===== config.mk =====
export PLATFORM = sky130hd
export DESIGN_NAME = serial_adder_ctrl
export DESIGN_NICKNAME = d
export VERILOG_FILES = /design/src/rtl/serial_adder_ctrl_pkg.sv /design/src/rtl/serial_adder_ctrl_fa.sv /design/src/rtl/serial_adder_ctrl.sv
export SDC_FILE = /design/constraint.sdc
export NUM_CORES = 1
export LEC_CHECK = 0
export BUFFER_PORTS_ARGS = -buffer_cell sky130_fd_sc_hd__buf_2
export CORE_MARGIN = 1.5
export CORE_UTILIZATION = 53
export DETAILED_ROUTE_END_ITERATION = 8
export GPL_TIMING_DRIVEN = 0
export PLACE_DENSITY = 0.77
export RECOVER_POWER = 25
export SYNTH_ARGS = -nofsm -noshare
export SYNTH_HDL_FRONTEND = slang
export SYNTH_SLANG_ARGS = --single-unit

===== constraint.sdc =====
create_clock -name clk -period 1.6 [get_ports clk]
set_input_delay 0.32 -clock clk [delete_from_list [all_inputs] [get_ports clk]]
set_output_delay 0.32 -clock clk [all_outputs]
set_load 0.03 [all_outputs]

===== src/rtl/serial_adder_ctrl_pkg.sv =====
// Shared state encoding for the bit-serial adder controller.
package serial_adder_ctrl_pkg;

   localparam int STATE_W = 2;

   typedef enum logic [STATE_W-1:0] {
      ST_IDLE = 2'd0,
      ST_RUN  = 2'd1,
      ST_DONE = 2'd2
   } state_t;

endpackage


===== src/rtl/serial_adder_ctrl_fa.sv =====
// Decoder-based 1-bit full adder: one-hot minterm decode of {A,B,C},
// sum and carry are ORs of their minterm sets. Purely combinational.
module FA_Using_Dec (
   input  logic a_i,
   input  logic b_i,
   input  logic c_i,
   output logic sum_o,
   output logic carry_o
);

   logic [7:0] dec;

   always_comb begin
      dec     = 8'b1 << {a_i, b_i, c_i};
      sum_o   = dec[1] | dec[2] | dec[4] | dec[7];
      carry_o = dec[3] | dec[5] | dec[6] | dec[7];
   end

endmodule


===== src/rtl/serial_adder_ctrl.sv =====
// Bit-serial WIDTH-bit adder: captures operands on start, adds LSB first
// through one full adder and a carry flop; done pulses in cycle WIDTH+1.
module serial_adder_ctrl
   import serial_adder_ctrl_pkg::*;
#(
   parameter int WIDTH = 8
) (
   input  logic             clk,
   input  logic             rst,
   input  logic             start,
   input  logic [WIDTH-1:0] a,
   input  logic [WIDTH-1:0] b,
   input  logic             cin,
   output logic             busy,
   output logic             done,
   output logic [WIDTH-1:0] sum,
   output logic             cout
);

   localparam int CW = $clog2(WIDTH + 1);

   state_t           state_q, state_d;
   logic [WIDTH-1:0] a_sh_q, a_sh_d;
   logic [WIDTH-1:0] b_sh_q, b_sh_d;
   logic [WIDTH-1:0] sum_sh_q, sum_sh_d;
   logic [WIDTH-1:0] sum_q, sum_d;
   logic             carry_q, carry_d;
   logic             cout_q, cout_d;
   logic [CW-1:0]    count_q, count_d;
   logic             fa_sum, fa_carry;
   logic             load;

   FA_Using_Dec u_fa (
      .a_i     (a_sh_q[0]),
      .b_i     (b_sh_q[0]),
      .c_i     (carry_q),
      .sum_o   (fa_sum),
      .carry_o (fa_carry)
   );

   always_comb begin
      state_d  = state_q;
      a_sh_d   = a_sh_q;
      b_sh_d   = b_sh_q;
      sum_sh_d = sum_sh_q;
      sum_d    = sum_q;
      carry_d  = carry_q;
      cout_d   = cout_q;
      count_d  = count_q;
      busy     = 1'b0;
      done     = 1'b0;
      load     = 1'b0;

      case (state_q)
         ST_IDLE: begin
            if (start) load = 1'b1;
         end
         ST_RUN: begin
            busy                = 1'b1;
            sum_sh_d            = sum_sh_q >> 1;
            sum_sh_d[WIDTH-1]   = fa_sum;
            a_sh_d              = a_sh_q >> 1;
            b_sh_d              = b_sh_q >> 1;
            carry_d             = fa_carry;
            count_d             = count_q + CW'(1);
            // The last bit lands in sum_sh_d this cycle, so publish that value directly.
            if (count_q == CW'(WIDTH - 1)) begin
               state_d = ST_DONE;
               sum_d   = sum_sh_d;
               cout_d  = fa_carry;
            end
         end
         ST_DONE: begin
            done    = 1'b1;
            state_d = ST_IDLE;
            if (start) load = 1'b1;
         end
         default: state_d = ST_IDLE;
      endcase

      if (load) begin
         state_d  = ST_RUN;
         a_sh_d   = a;
         b_sh_d   = b;
         carry_d  = cin;
         count_d  = '0;
         sum_sh_d = '0;
      end
   end

   always_ff @(posedge clk) begin
      if (rst) begin
         state_q  <= ST_IDLE;
         a_sh_q   <= '0;
         b_sh_q   <= '0;
         sum_sh_q <= '0;
         sum_q    <= '0;
         carry_q  <= 1'b0;
         cout_q   <= 1'b0;
         count_q  <= '0;
      end else begin
         state_q  <= state_d;
         a_sh_q   <= a_sh_d;
         b_sh_q   <= b_sh_d;
         sum_sh_q <= sum_sh_d;
         sum_q    <= sum_d;
         carry_q  <= carry_d;
         cout_q   <= cout_d;
         count_q  <= count_d;
      end
   end

   assign sum  = sum_q;
   assign cout = cout_q;

endmodule


==> reports/results.tsv <==
metric	value	unit
clockBufferDepth	2	
dpl-instance-area	0.00174	mm^2
drc_errors	0	
hold_viol	0	
drive_above_1_share	18.3	%
whs	0.192	ns
layout_min_cycle_time	1.54	ns
setup_viol	0	
clock-root-buffer	clkbuf_4	
grt_util_all_layers	22.8	%
max_freq	650	MHz
r2r_end	a_sh_q[0]$_SDFFE_PP0P_	
wl_per_cell	13.5	um
area_growth	16.8	%
synth.avg_cell_area	8.67	um^2
syn_inst	179	
yosys_warnings	0	
powerDensity	969	mW/mm^2
die_area	0.00326	mm^2
combinationalPowerShare	13.5	%
rows	19	
h-tree-depth	2	
worst_pin_slew	0.472	ns
worstHoldPathType	in -> reg	
slew_viol_final	0	
r2r_slack	0.15	ns
fin_area	0.00181	mm^2
antenna_left	0	
grt_pass1_wl	5640	um
seqPwrFrac	59.4	%
io_buffers	30	
worst_ep_required_time	1.28	ns
grt_max_degree	20	
crit_type	reg -> out	
setup_ws	0.0610	ns
die_h	57.1	um
netlist-cell-type-count	26	
antenna_found_initial	0	
p_int	1.28	mW
numCtsBuffers	5	
ys_seq_area_share	50.3	%
dr.pass1.iters	4	
startpoint_type	flip-flop	
crit_arrival	1.22	ns
skew	0.0118	ns
whs_endpoint	b_sh_q[7]$_SDFFE_PP0P_	
fin_nets	240	
peakVddDrop	0.000748	V
finalCritPeriodShare	96.2	%
layout.cells.non_filler	250	
overflow	0	
cts_hold_buf	0	
slew_headroom	68.5	%
viasPerCell	5.50	
clk_pin_slew_worst_paths	0.11	ns
hp-start	rst	
maxCapViolations	0	
reg2regPathDepth	6	
syn-num-nets	201	
wl	3390	um
ios	31	
num_antenna_cells	0	
rr_startpoint	state_q[1]$_SDFFE_PP0P_	
p_clk_share	27.1	%
place_ws	0.182	ns
clkLatencyLatePin	0.35	ns
start_util	56.3	%
coreArea	0.00276	mm^2
cp-end-kind	primary output	
cts_tree	yes	
switching_share	26.9	%
via_count	1375	
drt-initial-drc-count	71	
dpl.cell_count	240	
p_switching	472	uW
die_w	57.1	um
dpl.hpwl	2410	um
outcome	completed	
grt_pass1_vias	1257	
cts.sinks	39	
fillerInstances	243	
min_path_cells	2	
gp_congestion	0.790	
synth_seq_cells	39	
power.leakage	0.664	nW
finalPower	1.76	mW
critPathMaxFanout	19	
netlist_area	0.00155	mm^2
-- per-layer routing --
metal,track usage (%),vias up,wire (um)
li1,-,690,-
met1,27.0,629,1380
met2,38.3,53,1770
met3,7.26,3,192
met4,9.63,0,43
met5,0,-,0
-- placed cells by master, fill, tap and decap left out, drive strengths merged, types with 4 or more instances in the layout --
| cell type | synthesis | final |
|---|---|---|
| dfxtp | 39 | 39 |
| mux2i | 11 | 11 |
| nand2 | 45 | 45 |
| nor3 | 17 | 17 |
| a21oi | 13 | 13 |
| o22ai | 7 | 7 |
| nor2 | 4 | 4 |
| o21ai | 6 | 6 |
| nand3 | 4 | 4 |
| clkbuf | 4 | 21 |
| a31oi | 5 | 5 |
| buf | 8 | 30 |
-- cells by family after synthesis --
group	synth area share, %
AND/OR/NAND/NOR	22.1
adder cells (fa/ha/maj)	2.10
buffers and inverters	4.91
AO/OA/AOI/OAI	12.4
XOR/XNOR	1.13
flip-flops	50.3
multiplexers	7.09
-- cell type report --
| type | instances | area [um^2] | area share [%] |
|---|---|---|---|
| Clock inverter | 1 | 5.00 | 0.276 |
| Buffer | 11 | 57.6 | 3.17 |
| Inverter | 2 | 20.0 | 1.10 |
| Sequential cell | 39 | 783 | 43.2 |
| Clock buffer | 7 | 45.0 | 2.48 |
| Multi-Input combinational cell | 126 | 696 | 38.4 |
| Timing Repair Buffer | 33 | 168 | 9.25 |
| Tap cell | 31 | 38.8 | 2.14 |
-- stage by stage --
stage               utilization, %  setup TNS (ns)
floorplan                        -               0
global placement              63.2               0
detailed placement            63.2               0
CTS                           65.2               0
global route                  65.7        -0.00211
finish                        65.7               0
-- flip-flops by register name (all words and copies together) (netlist names) --
| signal | count |
|---|---|
| cout | 1 |
| sum | 8 |
| a_sh_q | 8 |
| count_q | 4 |
| b_sh_q | 8 |
| carry_q | 1 |
| state_q | 2 |
| sum_sh_q | 7 |
-- cells in the mapped netlist --
cell       n  area share, %
buf_4      2           0.97
a21oi_1   13            4.2
nand3b_1   2           0.97
nand2_1   45             11
dfxtp_1   39             50
or3_1      1           0.40
nor2_1     3           0.73
o21ai_0    6            1.9
ha_1       1           0.81
nand3_1    4            1.3
nor3_1    17            5.5
buf_6      1           0.73
mux2i_1   11            7.1
inv_1      1           0.24
nand2b_1   2           0.81
buf_2      5            1.6
xnor2_1    1           0.56
a22oi_1    3            1.5
o22ai_1    7            2.8
a31oi_1    5            2.0
xor2_1     1           0.56
clkbuf_1   4           0.97
nor2b_1    2           0.81
nor2_4     1           0.73
inv_4      1           0.40
fa_1       1            1.3
-- critical path: stages (launching register included) --
cell,delay (ns)
dfxtp_2,0.34
nand2b_1,0.12
buf_6,0.15
clkinv_8,0.10
buf_6,0.15
-- how the worst max path moves through the flow --
stage,startpoint,end
after floorplan,count_q[0]$_SDFFE_PP0P_,cout$_SDFFE_PP0P_
after global placement,state_q[1]$_SDFFE_PP0P_,busy
after detailed placement,state_q[0]$_SDFFE_PP0P_,busy
after CTS,state_q[1]$_SDFFE_PP0P_,busy
after global routing,state_q[1]$_SDFFE_PP0P_,busy
final,state_q[1]$_SDFFE_PP0P_,busy
-- power groups by stage --
stage                     clock network (mW)  registers, mW  logic (mW)
final                                  0.476           1.04       0.237
after CTS                              0.485           1.04       0.227
after global placement                     0           1.06       0.215
after floorplan                            0           1.06       0.158
after detailed placement                   0           1.06       0.224
after global routing                   0.522           1.05       0.263
-- repair_timing --
item                                    4_1_cts  5_1_grt
endpoints found under the setup margin        1        1
cloned                                        0        0
setup buffers                                 0        3
resized for setup                             5        2
(Power assumes the default switching activity.)
